==> src/rtl/zx_timing_pkg.sv <==
// Shared Spectrum frame-timing constants and the /INT state encoding.
package zx_timing_pkg;

  localparam int ZX_PERIOD_48   = 69888;
  localparam int ZX_PERIOD_128  = 70908;
  localparam int ZX_PULSE_TICKS = 32;

  typedef enum logic {
    IDLE   = 1'b0,
    ASSERT = 1'b1
  } int_state_e;

  function automatic int max_int(input int a, input int b);
    return (a > b) ? a : b;
  endfunction

endpackage

==> src/rtl/zx_tstate_counter.sv <==
// Wrapping T-state counter with a per-frame period register; the frame
// length only changes at the wrap so a mode switch never splits a frame.
module zx_tstate_counter
  import zx_timing_pkg::*;
#(
  parameter int PERIOD_48  = ZX_PERIOD_48,
  parameter int PERIOD_128 = ZX_PERIOD_128,
  parameter int CNT_W      = 17
) (
  input  logic             clk,
  input  logic             reset,
  input  logic             mode_128k,
  output logic [CNT_W-1:0] tstate,
  output logic             frame_wrap
);

  logic [CNT_W-1:0] tstate_q, tstate_d;
  logic [CNT_W-1:0] period_q, period_d;
  logic             last_tick;

  always_comb begin
    last_tick = (tstate_q == (period_q - CNT_W'(1)));
    tstate_d  = tstate_q + CNT_W'(1);
    period_d  = period_q;
    if (last_tick) begin
      tstate_d = '0;
      period_d = mode_128k ? CNT_W'(PERIOD_128) : CNT_W'(PERIOD_48);
    end
  end

  always_ff @(posedge clk or posedge reset) begin
    if (reset) begin
      tstate_q <= '0;
      period_q <= CNT_W'(PERIOD_48);
    end else begin
      tstate_q <= tstate_d;
      period_q <= period_d;
    end
  end

  assign tstate     = tstate_q;
  assign frame_wrap = (tstate_q == '0);

endmodule

==> src/rtl/zx_int_gen.sv <==
// Frame interrupt generator: drives Z80 /INT once per frame (fixed pulse or
// held until acknowledge), plus frame strobe, frame counter and FLASH phase.
module zx_int_gen
  import zx_timing_pkg::*;
#(
  parameter int PERIOD_48   = ZX_PERIOD_48,
  parameter int PERIOD_128  = ZX_PERIOD_128,
  parameter int CNT_W       = 17,
  parameter int ACK_MODE    = 0,
  parameter int PULSE_TICKS = ZX_PULSE_TICKS,
  parameter int MAX_HOLD    = 32,
  parameter int FLASH_LOG2  = 4
) (
  input  logic             clk,
  input  logic             reset,
  input  logic             int_en,
  input  logic             mode_128k,
  input  logic             m1_n,
  input  logic             iorq_n,
  output logic             int_n,
  output logic             frame_start,
  output logic [CNT_W-1:0] tstate,
  output logic [7:0]       frame_cnt,
  output logic             flash
);

  localparam int HOLD_MAX = max_int(PULSE_TICKS, MAX_HOLD);
  localparam int HOLD_W   = (HOLD_MAX > 1) ? $clog2(HOLD_MAX) : 1;
  localparam logic [HOLD_W-1:0] PULSE_LAST = HOLD_W'(PULSE_TICKS - 1);
  localparam logic [HOLD_W-1:0] HOLD_LAST  = HOLD_W'(MAX_HOLD - 1);

  int_state_e        state_q, state_d;
  logic [HOLD_W-1:0] hold_cnt_q, hold_cnt_d;
  logic              int_n_q, int_n_d;
  logic              frame_start_q, frame_start_d;
  logic [7:0]        frame_cnt_q, frame_cnt_d;
  logic              frame_wrap;
  logic              ack;
  logic              release_hit;

  zx_tstate_counter #(
    .PERIOD_48  (PERIOD_48),
    .PERIOD_128 (PERIOD_128),
    .CNT_W      (CNT_W)
  ) u_tstate (
    .clk        (clk),
    .reset      (reset),
    .mode_128k  (mode_128k),
    .tstate     (tstate),
    .frame_wrap (frame_wrap)
  );

  // Acknowledges only matter in hold mode; dropping int_en always releases.
  always_comb begin
    ack         = !m1_n && !iorq_n;
    release_hit = !int_en ||
                  ((ACK_MODE == 0) ? (hold_cnt_q == PULSE_LAST)
                                   : (ack || (hold_cnt_q == HOLD_LAST)));
  end

  always_ff @(posedge clk or posedge reset) begin
    if (reset) state_q <= IDLE;
    else       state_q <= state_d;
  end

  always_comb begin
    state_d = state_q;
    case (state_q)
      IDLE:    if (frame_wrap && int_en) state_d = ASSERT;
      ASSERT:  if (release_hit)          state_d = IDLE;
      default: state_d = IDLE;
    endcase
  end

  always_comb begin
    int_n_d       = int_n_q;
    hold_cnt_d    = hold_cnt_q;
    frame_start_d = frame_wrap;
    frame_cnt_d   = frame_cnt_q + 8'(frame_wrap);
    case (state_q)
      IDLE: begin
        if (state_d == ASSERT) begin
          int_n_d    = 1'b0;
          hold_cnt_d = '0;
        end
      end
      ASSERT: begin
        if (state_d == IDLE) int_n_d    = 1'b1;
        else                 hold_cnt_d = hold_cnt_q + HOLD_W'(1);
      end
      default: int_n_d = 1'b1;
    endcase
  end

  always_ff @(posedge clk or posedge reset) begin
    if (reset) begin
      hold_cnt_q    <= '0;
      int_n_q       <= 1'b1;
      frame_start_q <= 1'b0;
      frame_cnt_q   <= '0;
    end else begin
      hold_cnt_q    <= hold_cnt_d;
      int_n_q       <= int_n_d;
      frame_start_q <= frame_start_d;
      frame_cnt_q   <= frame_cnt_d;
    end
  end

  assign int_n       = int_n_q;
  assign frame_start = frame_start_q;
  assign frame_cnt   = frame_cnt_q;
  assign flash       = frame_cnt_q[FLASH_LOG2];

endmodule
==> config.mk <==
export PLATFORM = sky130hd
export DESIGN_NAME = zx_int_gen
export DESIGN_NICKNAME = d
export VERILOG_FILES = /design/src/rtl/zx_timing_pkg.sv /design/src/rtl/zx_tstate_counter.sv /design/src/rtl/zx_int_gen.sv
export SDC_FILE = /design/constraint.sdc
export NUM_CORES = 1
export LEC_CHECK = 0
export BUFFER_PORTS_ARGS = -buffer_cell sky130_fd_sc_hd__buf_4
export CORE_MARGIN = 1
export CORE_UTILIZATION = 40
export CTS_CLUSTER_DIAMETER = 120
export DETAILED_ROUTE_END_ITERATION = 8
export SYNTH_ARGS = -nofsm -noshare
export SYNTH_HDL_FRONTEND = slang
export SYNTH_SLANG_ARGS = --single-unit
==> constraint.sdc <==
create_clock -name clk -period 7.2 [get_ports clk]
set_input_delay 0.36 -clock clk [delete_from_list [all_inputs] [get_ports clk]]
set_output_delay 0.36 -clock clk [all_outputs]
set_load 0.02 [all_outputs]
Yosys cells after proc, flatten, opt, wreduce, memory -nomap -nowiden
Index checks and enable logic that the tools add are counted.
{"block": "op_classes", "n_addsub": 4, "eq_ne": 5, "n_mux": 11, "bitwise_logic": 1, "n_reduce_logical": 6}
{"op": "adder 17 x 1 -> 17 bit (second input constant)", "count": 1}
{"op": "== test 17 bit", "count": 1}
{"op": "zero test 17 bit", "count": 1}
{"op": "two-way mux 17 bit", "count": 1}
{"op": "subtractor 17 x 1 -> 17 bit (second input constant)", "count": 1}
{"op": "two-way mux 11 bit", "count": 1}
{"op": "two-way mux 5 bit", "count": 2}
{"op": "one-hot mux 5 bit (2 select lines)", "count": 1}
{"op": "adder 8 x 1 -> 8 bit", "count": 1}
{"op": "adder 5 x 1 -> 5 bit (second input constant)", "count": 1}
{"op": "== test 5 bit (second input constant)", "count": 1}
{"op": "two-way mux 1 bit", "count": 4}
{"op": "inequality test 2 bit (second input constant)", "count": 2}
{"op": "one-hot mux 1 bit (2 select lines)", "count": 2}
{"op": "AND reduction 2 bit", "count": 2}
{"op": "inequality test 2 x 1 -> 1 bit (second input constant)", "count": 1}
{"op": "logical AND 1 bit", "count": 1}
{"op": "zero test 1 bit", "count": 1}
{"op": "logical OR 1 bit", "count": 1}
{"op": "inverter 1 bit", "count": 1}
{"block": "word_totals", "register_bits": 50, "inputBits": 6, "out_inout_bits": 28, "wordCells": 34}

Logic depth before layout (Yosys ltp)
{"block": "depth", "ltp_word": 6, "mapped_depth": 9, "ltp_nobuf": 9}

Modules after synthesis
From an unflattened synthesis, not the netlist that was laid out.
{"block": "unflattened", "hier_cells": 166, "hier_area_um2": 1783.0}
{"mod": "zx_tstate_counter", "n_inst": 1, "cells_each": 104, "area_per_inst_um2": 1046.0, "seq_area_each_um2": 476.7}
{"mod": "zx_int_gen", "n_inst": 1, "cells_each": 62, "area_per_inst_um2": 737.0, "seq_area_each_um2": 401.6}

Worst setup path after synthesis
No wires, ideal clock.
{"block": "synth_path", "path_type": "reg-to-reg", "start": "register u_tstate.tstate_q[2], in the netlist u_tstate.tstate[2]", "end": "register frame_cnt_q[6], in the netlist frame_cnt[6]", "setup_time_ns": 0.080, "arrival_ns": 2.384, "t_required_ns": 7.120, "path_slack_ns": 4.736, "stages_incl_launch_ff": 9, "period_less_slack_ns": 2.464, "cell_sequence": "dfrtp_1 -> buf_2 -> or4_1 -> nor4_2 -> ha_1 -> ha_1 -> nand3_1 -> nor2_1 -> xor2_1"}
{"block": "synth_between", "elab_chain_cells": 2}
{"item": "start: declaration", "line": "zx_tstate_counter.sv:17", "rtl": "logic [CNT_W-1:0] tstate_q, tstate_d;"}
{"item": "start signal: assignment", "line": "zx_tstate_counter.sv:36", "rtl": "tstate_q <= tstate_d;"}
{"item": "zero test 17 bit", "line": "zx_tstate_counter.sv:42", "rtl": "assign frame_wrap = (tstate_q == '0);"}
{"item": "net frame_start_d", "line": "zx_int_gen.sv:35", "rtl": "logic frame_start_q, frame_start_d;"}
{"item": "adder 8 x 1 -> 8 bit", "line": "zx_int_gen.sv:79", "rtl": "frame_cnt_d = frame_cnt_q + 8'(frame_wrap);"}
{"item": "net frame_cnt_d[6]", "line": "zx_int_gen.sv:36", "rtl": "logic [7:0] frame_cnt_q, frame_cnt_d;"}
{"item": "end signal: assignment", "line": "zx_int_gen.sv:105", "rtl": "frame_cnt_q <= frame_cnt_d;"}
{"item": "end: declaration", "line": "zx_int_gen.sv:36"}
The timed path passes the listed nets, and every way through them passes these cells.
A chain may end at the register's enable or synchronous reset.

Worst setup path after layout
Ends and elaborated chain as after synthesis.

==> impl_metrics.toml <==
[sta]
hold_viol = 0
tns_ns = 0
drv_slew = 0
period_minus_slack_ns = 2.79
fmax_mhz = 359
tightest_slew_ns = 0.938
fin_worst_skew_ns = 0.00560
finalCritPeriodShare_pct = 38.7
finalSetupViolCount = 0
rsz0062_at_grt = "false"
slew_headroom_pct = 37.4

[power_and_ir_drop]
irDropWorstVdd_uv = 93.1
combPwrFrac_pct = 3.0
p_clk_share_pct = 41.1
p_seq_share_pct = 55.9
p_per_area_nw_per_um2 = 161
power_leakage_nw = 0.972
p_sw_share_pct = 21.3
p_sw_w = 0.0000756
internal-power_w = 0.000279

[finish]
ff_latch_area_sq_um = 878
drive_gt1_share_pct = 21.0
antenna_cells = 0
num-fill-cells = 421
final_common_cell = "dfrtp_1"
multiInputGateArea_sq_um = 886
syn2layout_area_growth_pct = 20.1
fin_cells = 266
final_cell_mix = "dfrtp_1, buf_4, nor2_1, xnor2_1, nand2_1"
finalNetCount = 227

[floorplan]
start_util_pct = 41.7
die_h_um = 69.6
io_pins = 34
core_sq_um = 4380
die_w_um = 69.6
row_count = 24
die_area_sq_um = 4840

[synth]
synthArstFlopShare_pct = 100
synth_cells = 180
synth_area_sq_um = 1830
yosys_warnings = 0
ys_types = 36
synth_nets = 194
syn_avg_cell_area_sq_um = 10.1
ys_seq_area_share_pct = 48.1
ys_ff_latch = 35
ys.flop_type = "dfrtp_1"
synth_edf_count = 0

[placed_design]
hpwl_um = 2650
numPortBuffers = 31
gp_congestion = 0.764
dp_cells = 258

[worst_hold_path]
hold_class = "in2async"

[worst_setup_path]
reg2reg_slack_ns = 4.41
cp_data_required_time_ns = 7.42
cp.arrival_ns = 3.00
crit_path_end_kind = "register"
crit_fanout = 9
path_class = "reg2reg"
timing.rr.end = "frame_cnt[6]$_DFF_PP0_"
reg2reg_depth = 7
startpoint_type = "register"
timing.rr.start = "u_tstate.tstate[2]$_DFF_PP0_"

[clock_network]
ctsResizeCount = 0
cts_setup_buffers = 0
clock_latency_ns = 0.29
cts_tree = "yes"
clock_sinks = 35
cts-buffers-inserted = 5
holdBufCountCts = 0
ctsLongestPathBuffers = 2
clock-root-buffer = "clkbuf_8"
ctsHtreeMaxLevel = 2
clk_pin_slew_ns = 0.07

[job]
cap_violations = 0

[global_routing]
grt_max_degree = 36
grt_overflow = 0
antenna_found_initial = 0
grt_pass1_vias = 1414
track_usage_pct = 18.1
grt_pass1_wl_um = 6780

[route]
via_per_inst = 5.23
dr.pass1.iters = 4
drc = 0
drt-total-wl_um = 3820
wl_per_cell_um = 14.4
drt_iter0_markers = 82
vias = 1391
ant_nets = 0

[run_status]
status = "finished clean"
power by group through the flow:
stage	Combinational, W	Sequential [W]	Clock [W]
finish	0.0000105	0.000198	0.000145
global route	0.0000120	0.000198	0.000163
CTS	0.0000108	0.000198	0.000151
detailed placement	0.0000108	0.000202	0
global placement	0.0000105	0.000202	0
floorplan	0.00000509	0.000203	0
synth_stat cells (2+ instances only):
library cell / n / share of area, %
dfstp_2: 2 / 2.9
nor4_1: 3 / 1.0
nand2_1: 11 / 2.3
nand4b_1: 3 / 1.4
xnor2_1: 17 / 8.2
nor2_1: 18 / 3.7
a22o_1: 2 / 0.96
nand2b_1: 6 / 2.1
a21oi_1: 7 / 1.9
nand3_1: 9 / 2.5
nor2b_1: 8 / 2.7
o21ai_0: 5 / 1.4
inv_1: 9 / 1.8
clkbuf_1: 3 / 0.62
ha_1: 8 / 5.5
nor3_1: 6 / 1.6
xor2_1: 6 / 2.9
buf_2: 2 / 0.55
nand4_1: 6 / 2.1
dfrtp_1: 33 / 45
critical path, stage by stage, from the launching register on:
cell and delay (ns):
dfrtp_1 0.50, or4_1 0.53, nor4_2 0.72, ha_1 0.33, ha_1 0.20, nand3_1 0.12, nor2_1 0.15, xor2_1 0.16
stage by stage:
step | utilization [%] | area [sq um] | hold slack (ns) | total power (W) | setup WS [ns]
floorplan | - | 1830 | 0.418 | 0.000208 | 4.74
global placement | 48.0 | 2100 | 0.463 | 0.000212 | 4.46
detailed placement | 48.0 | 2100 | 0.474 | 0.000213 | 4.40
CTS | 50.1 | 2190 | 0.176 | 0.000360 | 4.37
global route | 50.1 | 2190 | 0.204 | 0.000373 | 4.16
finish | 50.1 | 2190 | 0.167 | 0.000354 | 4.41
metal layers:
layer / up-vias / GRT usage (%) / wire length (um) / share of wire (%)
met5: - / 0 / 0 / 0
met3: 8 / 5.67 / 165 / 4.3
met2: 25 / 27.7 / 1770 / 46
met4: 0 / 8.16 / 79 / 2.1
li1: 685 / - / - / -
met1: 673 / 23.4 / 1800 / 47
final cells by class:
| type | instances | share of cell area [%] |
|---|---|---|
| repair buffers | 32 | 10.9 |
| clock buffers | 7 | 3.93 |
| flip-flops and latches | 35 | 40.0 |
| clock inverters | 1 | 0.228 |
| well taps | 52 | 2.96 |
| inverters | 9 | 1.54 |
| multi-input cells | 130 | 40.4 |
cells by family after synthesis:
family / synth area share [%]
fa+ha+maj: 5.48
mux: 1.78
buf+inv: 3.42
simple gates: 22.2
compound gates: 8.01
flops: 48.1
xor+xnor: 11.0
flip-flops by register name (all words and copies together), names as in the netlist:
register           cells
frame_start            1
frame_cnt              8
hold_cnt_q             5
u_tstate.tstate       17
u_tstate.period_q      2
state_q                1
int_n                  1
worst max path at each step:
stage	slack, ns	end	from
floorplan	4.74	frame_cnt[6]$_DFF_PP0_	u_tstate.tstate[2]$_DFF_PP0_
global placement	4.46	frame_cnt[6]$_DFF_PP0_	u_tstate.tstate[2]$_DFF_PP0_
detailed placement	4.40	frame_cnt[6]$_DFF_PP0_	u_tstate.tstate[9]$_DFF_PP0_
CTS	4.37	frame_cnt[6]$_DFF_PP0_	u_tstate.tstate[2]$_DFF_PP0_
global route	4.16	frame_cnt[6]$_DFF_PP0_	u_tstate.tstate[9]$_DFF_PP0_
finish	4.41	frame_cnt[6]$_DFF_PP0_	u_tstate.tstate[2]$_DFF_PP0_
Power figures use the tool's default switching activity.
